### config.mk
export PLATFORM = sky130hd
export DESIGN_NAME = vga_write_arbiter_flat
export DESIGN_NICKNAME = d
export VERILOG_FILES = /design/src/rtl/vga_write_arbiter_if.sv /design/src/rtl/vga_write_arbiter.sv /design/src/flat_wrapper.sv
export SDC_FILE = /design/constraint.sdc
export NUM_CORES = 1
export LEC_CHECK = 0
export ABC_AREA = 0
export BUFFER_PORTS_ARGS = -buffer_cell sky130_fd_sc_hd__buf_2
export CORE_MARGIN = 1
export CORE_UTILIZATION = 47
export CTS_BUF_LIST = sky130_fd_sc_hd__clkbuf_4
export CTS_CLUSTER_DIAMETER = 50
export DETAILED_ROUTE_END_ITERATION = 8
export PLACE_DENSITY = 0.8
export SYNTH_ARGS = -nofsm -noshare
export SYNTH_HDL_FRONTEND = slang
export SYNTH_SLANG_ARGS = --single-unit
### constraint.sdc
create_clock -name clk -period 2.6 [get_ports clk]
set_clock_uncertainty 0.15 [all_clocks]
set_input_delay 0.13 -clock clk [delete_from_list [all_inputs] [get_ports clk]]
set_output_delay 0.13 -clock clk [all_outputs]
set_load 0.03 [all_outputs]
### src/rtl/vga_write_arbiter_if.sv
// Pixel-write bus between the drawing engines and the VGA write arbiter.
// The master side is the set of pixel sources; the slave side is the arbiter.
interface vga_write_arbiter_if #(
   parameter int N  = 3,
   parameter int XW = 11,
   parameter int YW = 11
);
   logic [N-1:0]    req;
   logic [N-1:0]    lock;
   logic [N*XW-1:0] x_in;
   logic [N*YW-1:0] y_in;
   logic [N-1:0]    color_in;
   logic [N-1:0]    grant;
   logic [XW-1:0]   x;
   logic [YW-1:0]   y;
   logic            color;
   logic            plot;
   logic [2:0]      owner;
   logic            locked;

   modport master (
      output req, lock, x_in, y_in, color_in,
      input  grant, x, y, color, plot, owner, locked
   );

   modport slave (
      input  req, lock, x_in, y_in, color_in,
      output grant, x, y, color, plot, owner, locked
   );
endinterface

### src/rtl/vga_write_arbiter.sv
// Round-robin arbiter for the shared VGA pixel-write port, with a burst lock
// so a tile redraw runs uninterrupted and a watchdog that bounds any lock.
module vga_write_arbiter #(
   parameter int N        = 3,
   parameter int XW       = 11,
   parameter int YW       = 11,
   parameter int HOLD_MAX = 4096
) (
   input logic               clk,
   input logic               reset,
   vga_write_arbiter_if.slave bus
);
   localparam int IW = $clog2(N);
   localparam int CW = $clog2(HOLD_MAX + 1);
   localparam logic [CW-1:0] HOLD_LIM = CW'(HOLD_MAX);

   localparam logic [0:0] ST_ARB  = 1'b0;
   localparam logic [0:0] ST_HOLD = 1'b1;

   logic [0:0]    state;
   logic [IW-1:0] rr_ptr;
   logic [IW-1:0] owner_idx;
   logic [CW-1:0] hold_cnt;
   logic          win_valid;
   logic [IW-1:0] win_idx;
   logic [N-1:0]  grant_c;
   logic [XW-1:0] x_q;
   logic [YW-1:0] y_q;
   logic          color_q;
   logic          plot_q;

   function automatic logic [IW-1:0] rr_slot(input logic [IW-1:0] base, input int k);
      int s;
      s = int'(base) + k;
      if (s >= N) s = s - N;
      return IW'(s);
   endfunction

   function automatic logic [IW-1:0] succ(input logic [IW-1:0] i);
      return (int'(i) == N - 1) ? '0 : i + IW'(1);
   endfunction

   // NOTE: every output of this block gets a default first, so no path leaves
   // a value unassigned and no latch is inferred.
   always_comb begin
      win_valid = 1'b0;
      win_idx   = '0;
      grant_c   = '0;
      if (state == ST_ARB) begin
         for (int k = 0; k < N; k++) begin
            if (!win_valid && bus.req[rr_slot(rr_ptr, k)]) begin
               win_valid = 1'b1;
               win_idx   = rr_slot(rr_ptr, k);
            end
         end
      end else if (hold_cnt != HOLD_LIM && bus.req[owner_idx]) begin
         // The watchdog cycle grants nobody, even if the owner is requesting.
         win_valid = 1'b1;
         win_idx   = owner_idx;
      end
      if (win_valid) grant_c[win_idx] = 1'b1;
   end

   // NOTE: sequential state uses non-blocking assignments so every register
   // samples the pre-edge values regardless of statement order.
   always_ff @(posedge clk) begin
      if (reset) begin
         state     <= ST_ARB;
         rr_ptr    <= '0;
         owner_idx <= '0;
         hold_cnt  <= '0;
         x_q       <= '0;
         y_q       <= '0;
         color_q   <= 1'b0;
         plot_q    <= 1'b0;
      end else begin
         plot_q <= win_valid;
         if (win_valid) begin
            x_q     <= bus.x_in[win_idx*XW +: XW];
            y_q     <= bus.y_in[win_idx*YW +: YW];
            color_q <= bus.color_in[win_idx];
         end
         case (state)
            ST_ARB: begin
               if (win_valid) begin
                  owner_idx <= win_idx;
                  if (bus.lock[win_idx]) begin
                     state    <= ST_HOLD;
                     hold_cnt <= CW'(1);
                  end else begin
                     rr_ptr <= succ(win_idx);
                  end
               end
            end
            default: begin
               // Lock dropped (last pixel or idle release) or watchdog expiry.
               if (hold_cnt == HOLD_LIM || !bus.lock[owner_idx]) begin
                  state    <= ST_ARB;
                  rr_ptr   <= succ(owner_idx);
                  hold_cnt <= '0;
               end else begin
                  hold_cnt <= hold_cnt + CW'(1);
               end
            end
         endcase
      end
   end

   assign bus.grant  = grant_c;
   assign bus.x      = x_q;
   assign bus.y      = y_q;
   assign bus.color  = color_q;
   assign bus.plot   = plot_q;
   assign bus.owner  = 3'(owner_idx);
   assign bus.locked = (state == ST_HOLD);
endmodule

### src/flat_wrapper.sv
// flat-port wrapper written by rule: the top's interface ports become plain ports
module vga_write_arbiter_flat 
#(
   parameter int N        = 3,
   parameter int XW       = 11,
   parameter int YW       = 11,
   parameter int HOLD_MAX = 4096
)
  (clk, reset, bus_req, bus_lock, bus_x_in, bus_y_in, bus_color_in, bus_grant, bus_x, bus_y, bus_color, bus_plot, bus_owner, bus_locked);
  vga_write_arbiter_if #(.N(N), .XW(XW), .YW(YW)) bus_i ();
  input logic clk;
  input logic reset;
  input wire logic [$bits(bus_i.req)-1:0] bus_req;
  input wire logic [$bits(bus_i.lock)-1:0] bus_lock;
  input wire logic [$bits(bus_i.x_in)-1:0] bus_x_in;
  input wire logic [$bits(bus_i.y_in)-1:0] bus_y_in;
  input wire logic [$bits(bus_i.color_in)-1:0] bus_color_in;
  output wire logic [$bits(bus_i.grant)-1:0] bus_grant;
  output wire logic [$bits(bus_i.x)-1:0] bus_x;
  output wire logic [$bits(bus_i.y)-1:0] bus_y;
  output wire logic [$bits(bus_i.color)-1:0] bus_color;
  output wire logic [$bits(bus_i.plot)-1:0] bus_plot;
  output wire logic [$bits(bus_i.owner)-1:0] bus_owner;
  output wire logic [$bits(bus_i.locked)-1:0] bus_locked;
  assign bus_i.req = bus_req;
  assign bus_i.lock = bus_lock;
  assign bus_i.x_in = bus_x_in;
  assign bus_i.y_in = bus_y_in;
  assign bus_i.color_in = bus_color_in;
  assign bus_grant = bus_i.grant;
  assign bus_x = bus_i.x;
  assign bus_y = bus_i.y;
  assign bus_color = bus_i.color;
  assign bus_plot = bus_i.plot;
  assign bus_owner = bus_i.owner;
  assign bus_locked = bus_i.locked;
  vga_write_arbiter #(.N(N), .XW(XW), .YW(YW), .HOLD_MAX(HOLD_MAX)) u_core (.clk(clk), .reset(reset), .bus(bus_i));
endmodule
==> summary.md, run 1 <==
| Metric | Value |
|---|---|
| Status | `complete, but fails checks` |
| Failing checks | `hold timing, setup timing` |
| Final Hold Fails | `2` |
| Final net count | `625` |
| Slew @ Worst Pin | `0.724 ns` |
| Hold_sp | `bus_y_in[21]` |
| Achievable Freq | `378 MHz` |
| Min Tclk post-route | `2.65 ns` |
| Post-synthesis register bit count | `42` |
| Worst Hold Path EP | `u_core.bus.y[10]` |
| Most frequent cell after synthesis | `nand2_1` |
| Routed Antenna Nets | `0` |
| Initial antenna violation count | `0` |
| Syn. warnings | `0` |
| WP data arrival | `2.37 ns` |
| Post-Syn Area | `0.00299 mm2` |
| Post-DR wirelength/cell | `18.4 um` |
| Top post-synthesis cells by count | `nand2_1 (49), o21ai_0 (44), dfxtp_1 (42), o21ai_1 (25)` |
| Top cells by area, synth | `dfxtp_1 (28%), a221oi_2 (9.0%), o21ai_0 (7.4%), nand2_1 (6.1%), o21ai_1 (4.2%)` |
| Synth Net Count | `460` |
| Reg clk slew, reported paths | `0.14 ns` |
| WL final | `11400 um` |
| TritonCTS Sinks | `42` |
| Dpl ws | `-0.0413 ns` |
| Hold_ws | `-0.00554 ns` |
| Global-route wire length before repair | `16200 um` |
| Fillcell total | `397` |
| H-tree depth | `2` |
| Synth cell types | `56` |
| Register-to-register setup slack | `0 ns` |
| Worst-path fanout max | `5` |
| HPWL after DPL | `6400 um` |
| N_diodes | `0` |
| Post-route setup TNS | `-0.0509 ns` |
| Design Power | `4.81 mW` |
| Worst-case reg-to-reg path depth | `10` |
| Global Route Usage Sum | `31.6%` |
| Initial core utilization | `49.6%` |
| Power Dens Cells | `1070 mW/mm2` |
| Startpoint types | `register` |
| CP Class | `register to output pin` |
| Die area | `0.00669 mm2` |
| Total CTS buffers | `5` |
| Gpl congestion | `0.882` |
| Worst hold path class | `primary input to register` |
| Area share of the largest cell type after synthesis | `28.1%` |
| Initial DRC Count | `396` |
| Mapped Cells | `377` |
| Max Cap Viol | `0` |
| Period Utilization, post-route | `102%` |
| DR vias | `3867` |
| Hold depth | `4` |
| Worst slew margin | `51.4%` |
| DRC | `0` |
| Final slew viol count | `0` |
| Top FF cell, synth | `dfxtp_1` |
| Worst skew pair latency | `0.38 ns` |
| Largest net degree at the start of global routing | `25` |
| Root Buffer | `clkbuf_4` |
| Sequential fraction of the synthesis area | `28.1%` |
| Critical Path End Type | `output pin` |
| VDD IR max | `1.29 mV` |
| FF/Latch Area | `850 um2` |
| Final worst slack | `-0.0483 ns` |
| Worst r2r src | `u_core.rr_ptr[0]` |
| Critical path data required time | `2.32 ns` |
| Async SR Flop Fraction | `0%` |
| I/O pin count | `108` |
| Area grow syn2layout | `50.1%` |
| Rows | `28` |
| Syn_area_per_cell | `7.94 um2` |
| Vias/cell | `6.26` |
| Initial DRT Pass Iterations | `5` |
| Vias in the first global route | `3466` |
| Area used by multi-input combinational logic | `0.00211 mm2` |
| Final setup violation count | `2` |
| CTS tree | `built` |
| Share of layout cells above drive strength 1 | `36.8%` |
| Congestion Overflow GR | `0` |
| Reg-to-reg endpoint | `u_core.bus.y[9]` |
| Die height | `81.8 um` |
| Longest Clk Path Bufs | `2` |
| Leading area contributor after synthesis | `dfxtp_1` |
| Horiz. Die Dim | `81.8 um` |
| RSZ-0062 raised after global routing | `yes` |
| Port Buffers | `106` |
| Number of synthesized flops with an enable pin | `0` |
| Core area | `0.00603 mm2` |
| P_leak | `1.85 nW` |
## worst max-delay path: stages, from the launching register on
cell	delay, ns
dfxtp_4	0.39
buf_12	0.11
ha_4	0.17
mux2i_4	0.25
o21ai_2	0.10
o311a_4	0.32
a21o_4	0.24
buf_12	0.13
and2_4	0.15
buf_6	0.13
## power by group
group / total (mW) / leakage [nW] / switching, mW / internal, mW
combinational: 3.50 / 1.48 / 2.05 / 1.45
sequential: 0.972 / 0.347 / 0.139 / 0.833
clock: 0.347 / 0.0286 / 0.246 / 0.101
## cell usage in the layout (no fill, tap or decap), types with 5 or more instances in the layout
| cell type | netlist | routed |
|---|---|---|
| a21oi_1 | 6 | 5 |
| a221oi_2 | 18 | 18 |
| and2_1 | 6 | 5 |
| and2b_1 | 13 | 13 |
| buf_12 | 0 | 5 |
| buf_2 | 11 | 104 |
| buf_4 | 2 | 25 |
| clkbuf_4 | 0 | 5 |
| dfxtp_1 | 42 | 39 |
| dlygate4sd3_1 | 0 | 47 |
| inv_1 | 11 | 9 |
| mux2i_1 | 6 | 5 |
| nand2_1 | 49 | 48 |
| nand3_1 | 11 | 11 |
| nor2_1 | 17 | 17 |
| nor2b_1 | 18 | 17 |
| nor3_1 | 10 | 9 |
| o211ai_1 | 7 | 7 |
| o21ai_0 | 44 | 43 |
| o21ai_1 | 25 | 26 |
## per-stage QoR
step | cell area [um2] | utilization, % | std cells
5_1_grt | 4490 | 74.5 | 618
2_1_floorplan | 3000 | - | 377
3_5_place_dp | 3670 | 60.9 | 553
4_1_cts | 4360 | 72.3 | 615
6_report | 4490 | 74.5 | 618
3_3_place_gp | 3670 | 60.9 | 553
## metal layers
layer,GRT usage [%],vias up,routed length (um)
li1,-,1718,-
met1,37.2,1813,4260
met2,52.9,266,5560
met3,6.00,70,904
met4,18.4,0,655
met5,0,-,0
## registers in the layout (all words and copies together), names as in the netlist
| name | count |
|---|---|
| u_core.rr_ptr | 2 |
| u_core.hold_cnt | 13 |
| u_core.bus.y | 11 |
| u_core.bus.plot | 1 |
| u_core.bus.locked | 1 |
| u_core.owner_idx | 2 |
| u_core.bus.color | 1 |
| u_core.bus.x | 11 |
## how the worst max path moves through the flow
stage | slack [ns] | to | startpoint
final | -0.05 | bus_grant[2] | u_core.rr_ptr[0]
after floorplan | 0.03 | u_core.bus.x[0] | u_core.rr_ptr[0]
after global routing | -0.10 | u_core.bus.y[9] | u_core.rr_ptr[0]
after detailed placement | -0.04 | u_core.hold_cnt[0] | u_core.hold_cnt[1]
after global placement | 0.07 | u_core.hold_cnt[0] | u_core.hold_cnt[1]
after CTS | -0.02 | bus_grant[0] | u_core.rr_ptr[0]
## final cells by class
type,count,share of cell area [%]
clock inverters,3,0.362
inverters,11,0.975
clock buffers,5,0.836
multi-input cells,296,47.0
repair buffers,186,29.8
flip-flops and latches,42,18.9
well taps,75,2.09
## cell families after synthesis
family	after synthesis	share of synthesized area, %
AOI/OAI and AO/OA	133	33.2
adders and majority gates	6	2.51
buffers and inverters	39	6.73
DFF	42	28.1
muxes	9	3.51
other	1	0.125
and+or+nand+nor	147	25.8
## timing repair
item | in CTS | in global routing
resized for setup | 22 | 23
endpoints found under the hold margin | 25 | 0
hold buffers | 47 | 0
setup buffers | 7 | 4
endpoints found under the setup margin | 33 | 28
pin swaps | 9 | 9
Power figures use the tool's default switching activity.
==> run 2: changes to the inputs <==
Settings changed: CORE_UTILIZATION 47 to 45, CTS_BUF_LIST sky130_fd_sc_hd__clkbuf_4 to not set, PLACE_DENSITY 0.8 to 0.77.
==> summary.md, run 2 (same netlist as run 1, synthesis figures left out) <==
| Metric | Value |
|---|---|
| Status | `complete, but fails checks` |
| Failing checks | `setup timing` |
| Final net count | `625` |
| Largest net degree at the start of global routing | `25` |
| Worst-case reg-to-reg path depth | `12` |
| I/O pin count | `108` |
| Root Buffer | `clkbuf_8` |
| Area used by multi-input combinational logic | `0.00211 mm2` |
| Worst Setup SP | `u_core.rr_ptr[0]` |
| Critical Path End Type | `output pin` |
| Total CTS buffers | `5` |
| Horiz. Die Dim | `83.5 um` |
| CTS tree | `built` |
| TritonCTS Sinks | `42` |
| Initial core utilization | `46.8%` |
| Initial DRC Count | `350` |
| Initial DRT Pass Iterations | `6` |
| Slew @ Worst Pin | `0.764 ns` |
| Congestion Overflow GR | `0` |
| Initial antenna violation count | `0` |
| Register-to-register setup slack | `0.03 ns` |
| WL final | `11600 um` |
| Vias/cell | `6.13` |
| Routed Antenna Nets | `0` |
| Worst hold path class | `primary input to register` |
| HPWL after DPL | `6470 um` |
| Worst r2r src | `u_core.rr_ptr[0]` |
| Most frequent cells in the layout | `buf_2 (104), nand2_1 (48), o21ai_0 (42), dlygate4sd3_1 (42), dfxtp_1 (40)` |
| Max Cap Viol | `0` |
| P_leak | `1.88 nW` |
| Design Power | `5.04 mW` |
| Post-route setup TNS | `-0.0175 ns` |
| Max reg flops | `13` |
| Dpl cells | `557` |
| Power Dens Cells | `1120 mW/mm2` |
| Fillcell total | `439` |
| Reg-to-reg endpoint | `u_core.bus.y[5]` |
| Area grow syn2layout | `50.7%` |
| VDD IR max | `0.977 mV` |
| Worst skew pair latency | `0.30 ns` |
| Non-filler cells in the finished layout | `619` |
| Final worst slack | `-0.0175 ns` |
| Worst-path fanout max | `18` |
| Gpl congestion | `0.946` |
| Post-DR wirelength/cell | `18.8 um` |
| Final slew viol count | `0` |
| Global-route wire length before repair | `17900 um` |
| Share of layout cells above drive strength 1 | `38.6%` |
| Startpoint types | `register` |
| DR vias | `3797` |
| Core area | `0.00639 mm2` |
| Most common cell after layout, fill and taps aside | `buf_2` |
| Reg with most FFs | `u_core.hold_cnt` |
| Achievable Freq | `382 MHz` |
| Die height | `83.5 um` |
| Min Tclk post-route | `2.62 ns` |
| H-tree depth | `2` |
| Dpl ws | `0.00640 ns` |
| Die area | `0.00698 mm2` |
| Hold_ws | `0.00521 ns` |
| FF/Latch Area | `846 um2` |
| Critical path data required time | `2.32 ns` |
| Period Utilization, post-route | `101%` |
| WP data arrival | `2.34 ns` |
| Final setup violation count | `1` |
| RSZ-0062 raised after global routing | `yes` |
| Final Hold Fails | `0` |
| Global Route Usage Sum | `31.6%` |
| Longest Clk Path Bufs | `2` |
| Port Buffers | `106` |
| N_diodes | `0` |
| Rows | `29` |
| Worst slew margin | `48.8%` |
| CP Capture Point | `bus_grant[2]` |
| Reg clk slew, reported paths | `0.08 ns` |
| Vias in the first global route | `3796` |
| CP Class | `register to output pin` |
| DRC | `0` |
run 2: changes by cell type in the layout (fill, tap and decap cells not counted), moves of 5 or more:
cell,delta
buf_4,+8
clkbuf_8,+6
clkbuf_4,-5
dlygate4sd3_1,-5
run 2: metrics by stage:
stage | area [um2] | utilization [%]
4_1_cts | 4350 | 68.1
5_1_grt | 4510 | 70.6
2_1_floorplan | 3000 | -
3_3_place_gp | 3700 | 57.9
6_report | 4510 | 70.6
3_5_place_dp | 3700 | 57.9
run 2: critical path, cell delays in order, from the launching register on:
cell and delay [ns]:
dfxtp_4 0.37, inv_2 0.06, ha_2 0.22, nor2b_4 0.14, a32oi_2 0.14, o311a_4 0.38
a21o_4 0.23, buf_12 0.16, and2_1 0.16, buf_4 0.16
run 2: how the worst min path moves through the flow:
| stage | start | end | slack, ns | depth (start not counted) |
|---|---|---|---|---|
| final | bus_x_in[32] | u_core.bus.x[10] | 0.005 | 3 |
| after global routing | bus_y_in[8] | u_core.bus.y[8] | 0.02 | 3 |
| after CTS | bus_y_in[8] | u_core.bus.y[8] | 0.006 | 3 |
| after detailed placement | bus_x_in[9] | u_core.bus.x[9] | 0.26 | 3 |
| after global placement | bus_y_in[4] | u_core.bus.y[4] | 0.25 | 3 |
| after floorplan | bus_x_in[0] | u_core.bus.x[0] | 0.16 | 2 |
run 2: area by class of cell:
class,count,share of cell area [%]
tap,77,2.14
clock inverter,1,0.666
sequential,42,18.8
multi-input combinational,296,46.8
clock buffer,6,1.83
timing repair buffer,186,28.9
inverter,11,0.916
run 2: metal layers:
layer | global-route usage (%) | wire length, um | up-vias
met5 | 0 | 0 | -
met4 | 16.5 | 627 | 0
met3 | 6.03 | 889 | 73
met2 | 56.0 | 5920 | 263
met1 | 35.9 | 4210 | 1747
li1 | - | - | 1714
run 2: repair_timing:
item                                   in CTS  in global routing
setup endpoints to repair                   9                 31
resized for setup                          18                 24
hold buffers                               42                  0
pin swaps                                   3                  8
setup buffers                               6                  7
gates cloned                                0                  0
endpoints found under the hold margin      24                  0
run 2: report_power, final:
part	leakage [nW]	switching (mW)	total (mW)	internal [mW]
clock network	0.0573	0.236	0.544	0.308
logic	1.48	2.07	3.54	1.46
registers	0.347	0.128	0.958	0.830
==> run 3: changes to the inputs <==
Settings changed: BUFFER_PORTS_ARGS -buffer_cell sky130_fd_sc_hd__buf_2 to not set, CORE_UTILIZATION 45 to 58, DONT_BUFFER_PORTS set to 1, SKIP_CTS_REPAIR_TIMING set to 1.
==> summary.md, run 3 (same netlist as run 1, synthesis figures left out) <==
| Metric | Value |
|---|---|
| Status | `complete, but fails checks` |
| Failing checks | `hold timing, setup timing` |
| Gpl congestion | `0.895` |
| HPWL after DPL | `5380 um` |
| Most frequent cells in the layout | `nand2_1 (48), dlygate4sd3_1 (48), o21ai_0 (44)` |
| Worst hold path class | `primary input to register` |
| Clock share of power | `11.5%` |
| Root Buffer | `clkbuf_8` |
| Sequential power share | `27.5%` |
| Power Dens Cells | `1170 mW/mm2` |
| Final slew viol count | `0` |
| Max Cap Viol | `0` |
| Max reg flops | `13` |
| Worst-path fanout max | `7` |
| Area used by multi-input combinational logic | `0.00205 mm2` |
| Min Tclk post-route | `2.79 ns` |
| Worst skew pair latency | `0.30 ns` |
| Core area | `0.00485 mm2` |
| Initial DRT Pass Iterations | `6` |
| CTS tree | `built` |
| Rows | `25` |
| Global-route wire length before repair | `11600 um` |
| Die height | `73.8 um` |
| DR vias | `3331` |
| Crit-path slowest cell | `dfxtp_4` |
| H-tree depth | `2` |
| Startpoint types | `register` |
| Routed Antenna Nets | `0` |
| Net Switching | `2.27 mW` |
| Initial DRC Count | `425` |
| Design Power | `4.61 mW` |
| Reg clk slew, reported paths | `0.09 ns` |
| Largest net degree at the start of global routing | `25` |
| Final Hold Fails | `2` |
| Horiz. Die Dim | `73.8 um` |
| RSZ-0062 raised after global routing | `yes` |
| Worst slew margin | `51.2%` |
| Vias/cell | `6.56` |
| Total CTS buffers | `5` |
| Longest Clk Path Bufs | `2` |
| I/O pin count | `108` |
| DP Area | `0.00317 mm2` |
| Congestion Overflow GR | `0` |
| DRC | `0` |
| Initial core utilization | `61.7%` |
| Fillcell total | `271` |
| Post-route cell area | `0.00392 mm2` |
| Max stage delay on crit path | `0.38 ns` |
| Hold_ws | `-0.00968 ns` |
| Switching part of the total power | `49.4%` |
| VDD IR max | `0.744 mV` |
| WP data arrival | `2.51 ns` |
| Initial antenna violation count | `0` |
| Final worst slack | `-0.191 ns` |
| P_leak | `1.42 nW` |
| Crit path cell chain | `inv_2 -> ha_4 -> buf_6 -> nor2b_1 -> o211ai_1 -> a21oi_2 -> o21a_2 -> buf_4 -> and2_1 -> buf_4` |
| Die area | `0.00545 mm2` |
| Vias in the first global route | `2508` |
| Reg with most FFs | `u_core.hold_cnt` |
| Period Utilization, post-route | `107%` |
| Final net count | `522` |
| Post-DR wirelength/cell | `20.0 um` |
| Critical path data required time | `2.32 ns` |
| FF/Latch Area | `846 um2` |
| Achievable Freq | `358 MHz` |
| Most used cell along the critical path | `buf_4` |
| Area grow syn2layout | `31.2%` |
| TritonCTS Sinks | `42` |
| Power share of the combinational group | `61.0%` |
| Critical Path End Type | `output pin` |
| Global Route Usage Sum | `26.7%` |
| Pint | `2.33 mW` |
| Port Buffers | `0` |
| Post-route setup TNS | `-0.350 ns` |
| Slew @ Worst Pin | `0.728 ns` |
| Final setup violation count | `5` |
| WL final | `10100 um` |
| CP Class | `register to output pin` |
| Share of layout cells above drive strength 1 | `20.2%` |
## run 3: cell count changes in the layout (fill, tap and decap cells not counted), moves of 2 or more
| cell | before | now |
|---|---|---|
| a211oi_1 | 0 | 2 |
| buf_4 | 33 | 30 |
| dlygate4sd3_1 | 42 | 48 |
| a211oi_2 | 2 | 0 |
| buf_2 | 104 | 0 |
| o21ai_0 | 42 | 44 |
## run 3: metal layers
metal | global-route usage (%) | vias up | part of all wire (%)
met4 | 7.05 | 0 | 3.4
met2 | 44.8 | 236 | 51
met5 | 0 | - | 0
met3 | 5.08 | 43 | 8.3
met1 | 35.0 | 1547 | 37
li1 | - | 1505 | -
## run 3: metrics by stage
stage / std cells / util, % / worst slack, ns / hold WS (ns)
floorplan: 377 / - / 0.0338 / 0.157
global placement: 445 / 65.5 / 0.0335 / 0.0540
detailed placement: 445 / 65.5 / -0.0246 / 0.0609
CTS: 453 / 67.7 / -0.330 / -0.250
global route: 507 / 80.9 / -0.265 / -0.00351
finish: 508 / 80.9 / -0.191 / -0.00968
## run 3: path summary, 6_finish.rpt
kind | start | to | slack [ns] | cells after the start
setup / recovery | u_core.rr_ptr[0] | bus_grant[2] | -0.19 | 10
hold / removal | bus_x_in[13] | u_core.bus.x[2] | -0.01 | 3
setup reg to reg | u_core.rr_ptr[0] | u_core.bus.x[3] | -0.09 | 11
hold reg to reg | u_core.hold_cnt[12] | u_core.hold_cnt[12] | 0.37 | 2
## run 3: worst max-delay path, delay by kind of cell (launching register included)
kind	cells	cell delay [ns]
AOI/OAI and AO/OA	3	0.73
buffers and inverters	4	0.51
DFF	1	0.38
adders and majority gates	1	0.30
and+or+nand+nor	2	0.28
## run 3: power by group through the flow
stage / Sequential, mW / Clock, mW / Combinational, mW
5_1_grt: 1.28 / 0.556 / 2.98
3_3_place_gp: 1.25 / 0 / 2.34
2_1_floorplan: 1.23 / 0 / 1.79
3_5_place_dp: 1.25 / 0 / 2.39
6_report: 1.26 / 0.531 / 2.81
4_1_cts: 1.23 / 0.527 / 2.40
## run 3: final cells by class
| cell class | count | area share (%) |
|---|---|---|
| inverter | 11 | 1.05 |
| tap | 67 | 2.14 |
| sequential | 42 | 21.6 |
| clock inverter | 2 | 0.957 |
| clock buffer | 6 | 1.85 |
| timing repair buffer | 83 | 20.1 |
| multi-input combinational | 296 | 52.3 |
| antenna | 1 | 0.0638 |
